**config.mk**
```make
export PLATFORM = sky130hd
export DESIGN_NAME = mw_writeback_stage
export DESIGN_NICKNAME = d
export VERILOG_FILES = /design/src/rtl/mw_writeback_stage.sv
export SDC_FILE = /design/constraint.sdc
export NUM_CORES = 1
export LEC_CHECK = 0
export BUFFER_PORTS_ARGS = -buffer_cell sky130_fd_sc_hd__buf_2
export CORE_ASPECT_RATIO = 1.2
export CORE_MARGIN = 2
export CORE_UTILIZATION = 53
export CTS_BUF_LIST = sky130_fd_sc_hd__clkbuf_4 sky130_fd_sc_hd__clkbuf_8
export CTS_CLUSTER_SIZE = 28
export DETAILED_ROUTE_END_ITERATION = 10
export GPL_ROUTABILITY_DRIVEN = 0
export PLACE_DENSITY = 0.93
export REMOVE_ABC_BUFFERS = 1
export SETUP_SLACK_MARGIN = 0.1
export SKIP_CTS_REPAIR_TIMING = 1
export SLEW_MARGIN = 20
export SYNTH_ARGS = -nofsm -noshare
export SYNTH_HDL_FRONTEND = slang
export SYNTH_SLANG_ARGS = --single-unit
export TNS_END_PERCENT = 5
```
**constraint.sdc**
```tcl
create_clock -name clock -period 5.05 [get_ports clock]
set_input_delay 0.2525 -clock clock [delete_from_list [all_inputs] [get_ports clock]]
set_output_delay 0.2525 -clock clock [all_outputs]
set_load 0.01 [all_outputs]
```
**src/rtl/mw_writeback_stage.sv**
```systemverilog
// Memory/writeback pipeline latch with register-file write decode, a forwarding tap
// and a retirement counter.
module mw_writeback_stage (
    input  logic        clock,
    input  logic        reset,
    input  logic        stall,
    input  logic        flush,
    input  logic        in_valid,
    input  logic [31:0] in_instruction,
    input  logic [31:0] in_alu_result,
    input  logic [31:0] in_mem_data,
    input  logic [31:0] in_pc_plus1,
    output logic        reg_write_enable,
    output logic [4:0]  reg_write_addr,
    output logic [31:0] reg_write_data,
    output logic        bypass_valid,
    output logic [4:0]  bypass_addr,
    output logic [31:0] bypass_data,
    output logic [15:0] retired_count
);

    localparam logic [4:0] OP_RTYPE = 5'b00000;
    localparam logic [4:0] OP_ADDI  = 5'b00101;
    localparam logic [4:0] OP_LW    = 5'b01000;
    localparam logic [4:0] OP_JAL   = 5'b00011;
    localparam logic [4:0] LINK_REG = 5'd31;

    logic        r_vld_p0;
    logic [31:0] r_instr_p0;
    logic [31:0] r_alu_p0;
    logic [31:0] r_mem_p0;
    logic [31:0] r_pc1_p0;
    logic [15:0] r_count;

    logic [4:0]  w_opcode;
    logic [4:0]  w_rd;
    logic        w_writes;
    logic [4:0]  w_addr;
    logic [31:0] w_data;
    logic        w_bypass_valid;
    logic        w_unused;

    // Stage boundary: memory -> writeback latch
    always_ff @(posedge clock or posedge reset) begin
        if (reset) begin
            r_vld_p0   <= 1'b0;
            r_instr_p0 <= '0;
            r_alu_p0   <= '0;
            r_mem_p0   <= '0;
            r_pc1_p0   <= '0;
        end else if (flush) begin
            r_vld_p0 <= 1'b0;
        end else if (!stall) begin
            r_vld_p0   <= in_valid;
            r_instr_p0 <= in_instruction;
            r_alu_p0   <= in_alu_result;
            r_mem_p0   <= in_mem_data;
            r_pc1_p0   <= in_pc_plus1;
        end
    end

    // Retirement is judged on the instruction leaving the latch, so flush has no say here.
    always_ff @(posedge clock or posedge reset) begin
        if (reset) begin
            r_count <= '0;
        end else if (r_vld_p0 && !stall) begin
            r_count <= r_count + 16'd1;
        end
    end

    always_comb begin
        w_opcode = r_instr_p0[31:27];
        w_rd     = r_instr_p0[26:22];
        w_writes = 1'b0;
        w_addr   = w_rd;
        w_data   = r_alu_p0;
        case (w_opcode)
            OP_RTYPE, OP_ADDI: w_writes = 1'b1;
            OP_LW: begin
                w_writes = 1'b1;
                w_data   = r_mem_p0;
            end
            OP_JAL: begin
                w_writes = 1'b1;
                w_addr   = LINK_REG;
                w_data   = r_pc1_p0;
            end
            default: w_writes = 1'b0;
        endcase
    end

    assign w_bypass_valid   = r_vld_p0 && w_writes && (w_addr != 5'd0);
    assign w_unused         = ^r_instr_p0[21:0];

    assign bypass_valid     = w_bypass_valid;
    assign bypass_addr      = w_addr;
    assign bypass_data      = w_data;
    // A stalled instruction stays visible for forwarding but writes only when it leaves.
    assign reg_write_enable = w_bypass_valid && !stall;
    assign reg_write_addr   = w_addr;
    assign reg_write_data   = w_data;
    assign retired_count    = r_count;

endmodule

```
-- After elaboration in Yosys (flattened, before gate mapping)
Index checks and enable logic that the tools add are counted.
- bits in registers: 145
- input port bits: 133
- output and inout port bits: 92
- logic and storage cells: 27
- $add $sub $neg: 1
- equal/unequal tests: 4
- mux-type cells: 5
- bitwise logic cells: 2
- reductions and logical operators: 9
- operator list (cell ; number):
    one-hot mux 32 bit (2 select lines) ; 1
    adder 16 x 1 -> 16 bit (second input constant) ; 1
    == test 5 x 2 -> 1 bit (second input constant) ; 1
    == test 5 x 3 -> 1 bit (second input constant) ; 1
    == test 5 x 4 -> 1 bit (second input constant) ; 1
    zero test 5 bit ; 1
    two-way mux 5 bit ; 1
    nonzero test 5 bit ; 1
    logical AND 1 bit ; 4
    OR reduction 4 bit ; 1
    two-way mux 1 bit ; 3
    inequality test 2 x 1 -> 1 bit (second input constant) ; 1
    NOT 1 bit ; 2
    AND reduction 2 bit ; 1
    zero test 1 bit ; 1

-- Depth between registers and ports, before layout
Gate-level depths: netlist of run 1.
- word-level depth: 6
- gate-level depth with buffers: 7
- depth with buffers taken out: 4

-- Worst setup path before layout of run 1
OpenSTA, ideal clock, no wires.
- path type: reg2out
- start: reg r_instr_p0[30]
- end: out reg_write_data[10]
- data arrival time: 1.502 ns
- path slack: 3.296 ns
- cell stages (with the launch flop): 8
- path buffers: 3
- path through: dfrtp_1 > nor4b_2 > and2_4 > buf_8 > buf_12 > a22oi_2 > nand2_1 > buf_4
- cells in the longest elaborated chain, start to end: 2
- elaborated cells on any way between the ends: 3
- those cells by class: eq/ne: 2; mux: 1
- ends and longest elaborated chain (what ; RTL line ; RTL):
    start, declared ; 29 ; logic [31:0] r_instr_p0;
    start signal, assigned ; 55 ; r_instr_p0 <= in_instruction;
    == test 5 x 2 -> 1 bit or == test 5 x 4 -> 1 bit (tied branches) ; 77 ; case (w_opcode)
    one-hot mux 32 bit (2 select lines) (*) ; 77 ;
    end, declared ; 15 ; output logic [31:0] reg_write_data,
Every way passes the cells marked *; elsewhere a longest branch is shown, timed or not.

-- Worst setup path after layout of run 1
- start: reg r_instr_p0[29]
- end: out bypass_data[14]
- cells in the longest elaborated chain, start to end: 2
- elaborated cells on any way between the ends: 3
- those cells by class: eq/ne: 2; mux: 1
- ends and longest elaborated chain (what ; RTL line ; RTL):
    == test 5 x 2 -> 1 bit or == test 5 x 4 -> 1 bit (tied branches) ; 77 ;
    one-hot mux 32 bit (2 select lines) (*) ; 77 ;
    end, declared ; 18 ; output logic [31:0] bypass_data,
Marked as above.

==> metrics.yaml, run 1 <==
grt_pass1_vias: 4229
antenna_left: 0
die_h_um: 118
synth_top_area_frac: 0.534
mostFrequentLayoutCell: "buf_2"
synth_cells: 450
antenna_cells: 0
cts_buffers: 17
antenna_found_initial: 0
die-area_um2: 11700
reg2reg_slack_ns: 3.64
vias: 3968
crit_fanout: 32
reg2regPathDepth: 4
hold_viol: 0
routedWlPerCell_um: 16.0
root_buffer: "clkbuf_8"
cap_violations: 0
finalSetupViolations: 0
clkLatencyLatePin_ns: 0.41
yosysSeqAreaShare: 0.534
period_share: 0.556
wl_mm: 12.1
synth_edf_count: 0
synth.avg_cell_area_um2: 12.8
min_to: "r_vld_p0"
start_util: 0.546
grt_max_degree: 67
syn_to_final_growth_pct: 19.6
htreeDepth: 4
setup_tns_ns: 0
critical_path_class: "reg -> out"
num_rows: 41
hold_class: "in -> reg"
io_pins: 225
routed_via_density: 5.24
tritoncts: "done"
crit_required_ns: 4.80
yosys_warnings: 0
cp-end-kind: "output pin"
timing.rr.end: "retired_count[13]"
dr.pass1.iters: 4
clock_sinks: 123
start_kind: "flip-flop"
drive_gt1_frac: 0.600
grt-busiest-layer: "met2"
maxClockFrequency_mhz: 356
placeableCoreArea_um2: 10600
clkTransAtPathRegs_ns: 0.07
drv_slew: 0
grt_pass1_wl_mm: 20.0
hold_depth: 2
track_usage: 0.213
dp_cells: 726
period_minus_slack_ns: 2.81
synth-seq-cells: 123
status: "finished, final reports clean"
io_buffers: 202
async_flop_share: 1.00
yosysTopAreaCell: "dfrtp_1"
drcViolationCount: 0
synth_cell_types: 34
crit-reg2reg-launch: "retired_count[2]"
synthTopCellsByArea: "dfrtp_1, mux2_2, buf_4"
vdd_drop_max_mv: 0.215
mostFrequentLayoutCells: "buf_2, dfrtp_1, mux2_2, nand2_1, a22oi_2"
leakagePower_nw: 3.34
use_met1: 0.249
drtIter0Drc: 107
min_from: "flush"
fin_worst_skew_ns: 0.0118
relSlewSlack: 0.362
tightest_slew_ns: 0.957
die_x_um: 99.2
arrival_ns: 2.55
cts_max_path_buffers: 2
p_per_area_nw_per_um2: 374
rsz0062_at_grt: "no"
hpwl_mm: 8.75
overflow: 0
final_nets: 751
met3_usage: 0.0621
grtUsageMet2: 0.376
yosys_most_used_dff: "dfrtp_1"
layout.cells.non_filler: 757
syn_area_um2: 5770
==> Yosys cell counts (all sizes together), types with 2 or more instances <==
cell type  instances
nand3              5
buf               56
nand2             73
dfrtp            123
nand4              4
nor2b              2
nor2               4
clkbuf             3
a22oi             33
mux2             107
and3               2
xnor2             14
or2                5
nor3               5
xor2               2
and2               2
==> metrics by stage <==
step	setup WS [ns]	cell area, um2	util	hold WS [ns]	power, mW
6_report	2.24	6900	0.653	0.0346	2.58
3_5_place_dp	2.67	6530	0.618	0.415	1.81
4_1_cts	2.20	6890	0.652	-0.0425	2.61
2_1_floorplan	1.51	5320	-	0.319	1.56
5_1_grt	2.02	6900	0.653	0.00917	2.72
3_3_place_gp	2.71	6530	0.618	0.392	1.77
==> state kept, by name, indices dropped and copies added, names as in the netlist <==
signal         count
r_vld_p0           1
r_pc1_p0          32
r_mem_p0          32
retired_count     16
r_alu_p0          32
r_instr_p0        10
==> per-layer routing <==
metal  vias to the layer above  routed length [um]
met5                         -                   0
met4                         0                 159
met3                        16                 840
met2                       154                6530
met1                      1949                4620
li1                       1849                   -
==> area by class of cell <==
cell class / instances / area [um2]
Fill cell: 795 / 3670
Sequential cell: 123 / 3080
Multi-Input combinational cell: 267 / 2240
Timing Repair Buffer: 207 / 1050
Clock buffer: 23 / 298
Tap cell: 129 / 161
Clock inverter: 7 / 67.6
Inverter: 1 / 6.26
==> worst max-delay path, stage by stage (launching register included) <==
cell and delay [ns]:
dfrtp_1 0.45, nor4_2 0.35, and2_2 0.84, a22oi_1 0.16, nand2_1 0.17, buf_2 0.15
==> power by group <==
part           leakage [nW]  internal (mW)  switching [mW]  total [mW]
Clock                 0.184          0.436           0.357       0.793
Sequential             1.47           1.13           0.104        1.23
Combinational          1.68          0.280           0.276       0.556
Total                  3.34           1.84           0.737        2.58
==> cells by family after synthesis <==
kind of cell	Yosys count	share of synthesized area
AOI/OAI and AO/OA	34	0.0620
xor gates and xnor gates	16	0.0243
adders and majority gates	1	0.00217
buffers and inverters	60	0.0794
DFF	123	0.534
muxes	108	0.211
and+or+nand+nor	108	0.0880
==> how the worst max path moves through the flow <==
stage | from | to | cells after the start
finish | r_instr_p0[29] | bypass_data[14] | 5
CTS | r_instr_p0[27] | reg_write_data[12] | 6
floorplan | stall | r_alu_p0[0] | 2
global route | r_instr_p0[27] | bypass_data[12] | 6
detailed placement | r_instr_p0[27] | reg_write_data[12] | 6
global placement | r_instr_p0[27] | reg_write_data[16] | 6
(Power assumes the default switching activity.)
==> run 2: changes to the inputs <==
CORE_UTILIZATION = 51   (was 53)
PLACE_DENSITY = 0.9   (was 0.93)
clock period = 2.85 ns   (was 5.05 ns; I/O delays follow)
==> run 2 against run 1 <==
Compared with the run above:
- clock power rose by 120%
- register-to-register slack got worse by 2.2 ns
- largest cell class unchanged
- hold slack improved by 0.21 ns
- worst setup slack got worse by 2.0 ns
- sequential share of layout area fell by 6.8 points
- first-iteration DRC count rose by 100%
- combinational power rose by 110%
- critical endpoint is now reg_write_data[2]
- flip-flop and latch count did not move
- clock skew fell by 0.0041 ns
- global-route usage fell by 0.24 points
- design area rose by 18%
- total power rose by 98%
==> metrics.yaml, run 2 (synthesis gave the netlist of run 1 again) <==
fin_worst_skew_ns: 0.00763
io_buffers: 202
vdd_drop_max_mv: 0.361
fin_area_um2: 8140
critical_path_class: "reg -> out"
hpwl_mm: 8.86
overflow: 0
io_pins: 225
rsz0062_at_grt: "no"
largestRegisters: "r_alu_p0 (32), r_mem_p0 (32), r_pc1_p0 (32)"
start_kind: "flip-flop"
drive_gt1_frac: 0.516
ff_latch_area_um2: 3080
cts_buffers: 17
arrival_ns: 2.44
pre_cts_slack_ns: 0.572
die-area_um2: 12200
cp-end-kind: "output pin"
num_rows: 42
crit_fanout: 17
hold_viol: 0
vias: 4682
grt_max_degree: 107
hold_class: "in -> reg"
htreeDepth: 4
drcViolationCount: 0
maxClockFrequency_mhz: 387
relSlewSlack: 0.590
clock_sinks: 123
mostFrequentLayoutCells: "buf_2, dfrtp_1, dlygate4sd3_1, mux2_2, nand2_1"
cts_max_path_buffers: 2
final_nets: 863
track_usage: 0.210
setup_slack_ns: 0.267
grt_pass1_vias: 4190
tritoncts: "done"
finalSetupViolations: 0
cap_violations: 0
start_util: 0.523
grt_pass1_wl_mm: 19.9
wl_mm: 16.1
syn_to_final_growth_pct: 41.2
crit_required_ns: 2.71
antenna_cells: 0
p_per_area_nw_per_um2: 626
clkLatencyLatePin_ns: 0.42
setup_tns_ns: 0
leakagePower_nw: 3.87
tightest_slew_ns: 0.615
period_share: 0.906
routedWlPerCell_um: 18.4
period_minus_slack_ns: 2.58
antenna_found_initial: 0
fillers: 651
routed_via_density: 5.36
antenna_left: 0
power_mw: 5.10
clkTransAtPathRegs_ns: 0.07
drv_slew: 0
multiInputGateArea_um2: 2240
placeableCoreArea_um2: 11000
root_buffer: "clkbuf_8"
mostFrequentLayoutCell: "buf_2"
drtIter0Drc: 215
placed_area_um2: 6580
die_h_um: 121
die_x_um: 101
dr.pass1.iters: 4
status: "finished, final reports clean"
## run 2: worst paths after layout
check	from	endpoint	slack [ns]	cells after the start
max	r_instr_p0[29]	reg_write_data[2]	0.27	6
min	stall	retired_count[2]	0.25	4
max reg2reg	retired_count[0]	retired_count[13]	1.40	4
min reg2reg	retired_count[15]	retired_count[15]	0.47	1
max in group asynchronous	reset	r_pc1_p0[15]	1.73	4
min in group asynchronous	reset	r_mem_p0[20]	0.39	3
## run 2: layout make-up
type                    instances  share of cell area
clock buffers                  27              0.0433
clock inverters                 5              0.0126
inverters                       1            0.000768
multi-input cells             267               0.275
flip-flops and latches        123               0.378
well taps                     132              0.0203
repair buffers                319               0.270
## run 2: stage by stage
stage               hold slack, ns  utilization  instances
global placement             0.248        0.596        730
CTS                         -0.182        0.637        762
detailed placement           0.274        0.596        730
global route                 0.258        0.738        874
finish                       0.245        0.738        874
floorplan                    0.209            -        391
## run 2: per-layer routing
layer  GRT usage  routed length, um  vias to the layer above  share of wire
met2       0.372               8900                      211           0.55
met4      0.0752                425                        0          0.026
met5           0                  0                        -              0
li1            -                  -                     2089              -
met3      0.0584                893                       44          0.055
met1       0.240               5890                     2338           0.37
## run 2: critical path: stages (launching register included)
cell	delay, ns
dfrtp_1	0.45
nor4_2	0.37
and2_2	0.55
buf_12	0.24
a22oi_1	0.09
nand2_1	0.15
buf_2	0.15
## run 2: where the power goes
part | internal (mW) | switching (mW) | total (mW)
sequential | 2.00 | 0.203 | 2.20
combinational | 0.608 | 0.566 | 1.17
clock | 1.06 | 0.664 | 1.72
==> run 3: changes to the inputs <==
--- a/config.mk
+++ b/config.mk
@@ -7,12 +7,15 @@
 export LEC_CHECK = 0
 export BUFFER_PORTS_ARGS = -buffer_cell sky130_fd_sc_hd__buf_2
+export CELL_PAD_IN_SITES_DETAIL_PLACEMENT = 1
+export CELL_PAD_IN_SITES_GLOBAL_PLACEMENT = 1
 export CORE_ASPECT_RATIO = 1.2
 export CORE_MARGIN = 2
-export CORE_UTILIZATION = 51
+export CORE_UTILIZATION = 39
 export CTS_BUF_LIST = sky130_fd_sc_hd__clkbuf_4 sky130_fd_sc_hd__clkbuf_8
 export CTS_CLUSTER_SIZE = 28
 export DETAILED_ROUTE_END_ITERATION = 10
 export GPL_ROUTABILITY_DRIVEN = 0
-export PLACE_DENSITY = 0.9
+export GPL_TIMING_DRIVEN = 0
+export PLACE_DENSITY = 0.89
 export REMOVE_ABC_BUFFERS = 1
 export SETUP_SLACK_MARGIN = 0.1
==> constraint.sdc (replaced) <==
create_clock -name clock -period 2.85 [get_ports clock]
set_input_delay 0.1425 -clock clock [delete_from_list [all_inputs] [get_ports clock]]
set_output_delay 0.1425 -clock clock [all_outputs]
set_load 0.05 [all_outputs]
==> run 3 against run 2 <==
Compared with the run above:
- via count grew 1.6%
- total power grew 16%
- sequential share of layout area shrank 0.57 points
- hold slack lost 0.036 ns
- worst setup slack lost 0.19 ns
- routed wire length grew 26%
- flip-flop and latch count is the same
- sequential power is essentially flat
- combinational power grew 70%
- critical endpoint is now reg_write_enable
- largest power group unchanged
==> metrics.yaml, run 3 (synthesis gave the netlist of run 1 again) <==
worstPathCellList: "nor4b_2 -> and2_4 -> nor3_1 -> nor3_2 -> buf_2"
finalSetupViolations: 0
period_minus_slack_ns: 2.78
num_rows: 48
hpwl_mm: 11.0
drive_gt1_frac: 0.517
placeableCoreArea_um2: 14400
routedWlPerCell_um: 22.0
htreeDepth: 4
clkLatencyLatePin_ns: 0.44
path_delay_family: "simple AND/OR/NAND/NOR gates"
p_per_area_nw_per_um2: 714
clock_sinks: 123
hold_viol: 0
antenna_left: 0
timing.rr.end: "retired_count[13]"
drtIter0Drc: 167
power_mw: 5.91
grt_pass1_wl_mm: 22.9
hold_class: "in -> reg"
crit-reg2reg-launch: "retired_count[0]"
min_from: "stall"
critical_path_class: "reg -> out"
reg2regPathDepth: 4
drcViolationCount: 0
p_clk_frac: 0.289
dr.pass1.iters: 4
die_x_um: 115
leakagePower_nw: 3.88
layout.cells.non_filler: 922
grt_pass1_vias: 4598
tightest_slew_ns: 0.606
routed_via_density: 5.16
pwr-share-seq: 0.375
syn_to_final_growth_pct: 43.3
die-area_um2: 15800
mostFrequentLayoutCells: "buf_2, dfrtp_1, dlygate4sd3_1, mux2_2, nand2_1"
p_int_mw: 3.59
io_pins: 225
largestRegisters: "r_alu_p0 (32), r_mem_p0 (32), r_pc1_p0 (32)"
arrival_ns: 2.64
crit_required_ns: 2.71
tritoncts: "done"
dp_cells: 776
grt_max_degree: 64
fin_worst_skew_ns: 0.00336
start_kind: "flip-flop"
track_usage: 0.190
maxClockFrequency_mhz: 360
crit_fanout: 19
swShare: 0.392
clkTransAtPathRegs_ns: 0.07
status: "finished, final reports clean"
vias: 4758
period_share: 0.975
antenna_found_initial: 3
crit_buf_inv: 1
cts_max_path_buffers: 2
slowest_stage: "nor4b_2"
io_buffers: 202
relSlewSlack: 0.596
overflow: 0
fillers: 1515
root_buffer: "clkbuf_8"
cap_violations: 0
cts_buffers: 17
slowest_delay_ns: 0.58
final_nets: 864
min_to: "retired_count[0]"
start_util: 0.400
cp-end-kind: "output pin"
die_h_um: 137
hold_depth: 3
wl_mm: 20.3
reg2reg_slack_ns: 1.41
vdd_drop_max_mv: 0.615
drv_slew: 0
rsz0062_at_grt: "yes"
power_frac_comb: 0.336
p_sw_mw: 2.31
mostFrequentLayoutCell: "buf_2"
run 3: changes by cell type in the layout (fill, tap and decap cells not counted), moves of 2 or more:
cell / previous run / this run
diode_2: 0 / 4
buf_16: 0 / 4
and2_4: 1 / 3
clkinvlp_4: 1 / 5
clkbuf_8: 24 / 17
buf_6: 0 / 2
buf_4: 5 / 0
clkinv_2: 1 / 3
run 3: worst max path at each step:
stage / from / to / cells after the start
2_1_floorplan: stall / r_alu_p0[0] / 2
3_3_place_gp: stall / r_mem_p0[28] / 3
3_5_place_dp: r_instr_p0[29] / bypass_data[17] / 6
4_1_cts: r_instr_p0[29] / bypass_data[17] / 6
5_1_grt: r_instr_p0[30] / reg_write_enable / 5
6_report: r_instr_p0[30] / reg_write_enable / 5
run 3: power by group through the flow:
| stage | clock [mW] | combinational [mW] | sequential (mW) |
|---|---|---|---|
| after global placement | 0 | 1.73 | 2.18 |
| after detailed placement | 0 | 1.81 | 2.22 |
| after floorplan | 0 | 1.26 | 2.25 |
| after global routing | 1.80 | 2.08 | 2.24 |
| final | 1.71 | 1.99 | 2.21 |
| after CTS | 1.73 | 1.81 | 2.19 |
run 3: per-stage QoR:
step / area, um2 / utilization / hold WS [ns] / setup TNS, ns / worst slack (ns)
floorplan: 5320 / - / 0.209 / -130.44 / -0.577
global placement: 6550 / 0.454 / 0.331 / -401.26 / -1.73
detailed placement: 6730 / 0.467 / 0.262 / 0 / 0.638
CTS: 7160 / 0.497 / -0.234 / 0 / 0.126
global route: 8270 / 0.574 / 0.214 / -0.0696 / -0.0696
finish: 8270 / 0.574 / 0.209 / 0 / 0.0721
run 3: cell type report:
cell class | count | area [um2] | share of cell area
clock buffers | 20 | 256 | 0.0310
clock inverters | 12 | 173 | 0.0209
multi-input cells | 268 | 2250 | 0.272
diodes | 4 | 10.0 | 0.00121
flip-flops and latches | 123 | 3080 | 0.372
well taps | 175 | 219 | 0.0265
repair buffers | 319 | 2270 | 0.275
inverters | 1 | 8.76 | 0.00106
run 3: routing by layer:
| layer | GRT usage | vias to the layer above | share of wire |
|---|---|---|---|
| li1 | - | 2093 | - |
| met1 | 0.198 | 2430 | 0.35 |
| met2 | 0.354 | 193 | 0.58 |
| met3 | 0.0563 | 42 | 0.048 |
| met4 | 0.0750 | 0 | 0.029 |
| met5 | 0 | - | 0 |
run 3: worst reg2reg max path, stage by stage, from the launching register on:
cell and delay [ns]:
dfrtp_1 0.45, nand2_1 0.12, nor3_2 0.40, nand4_1 0.19
xnor2_1 0.16
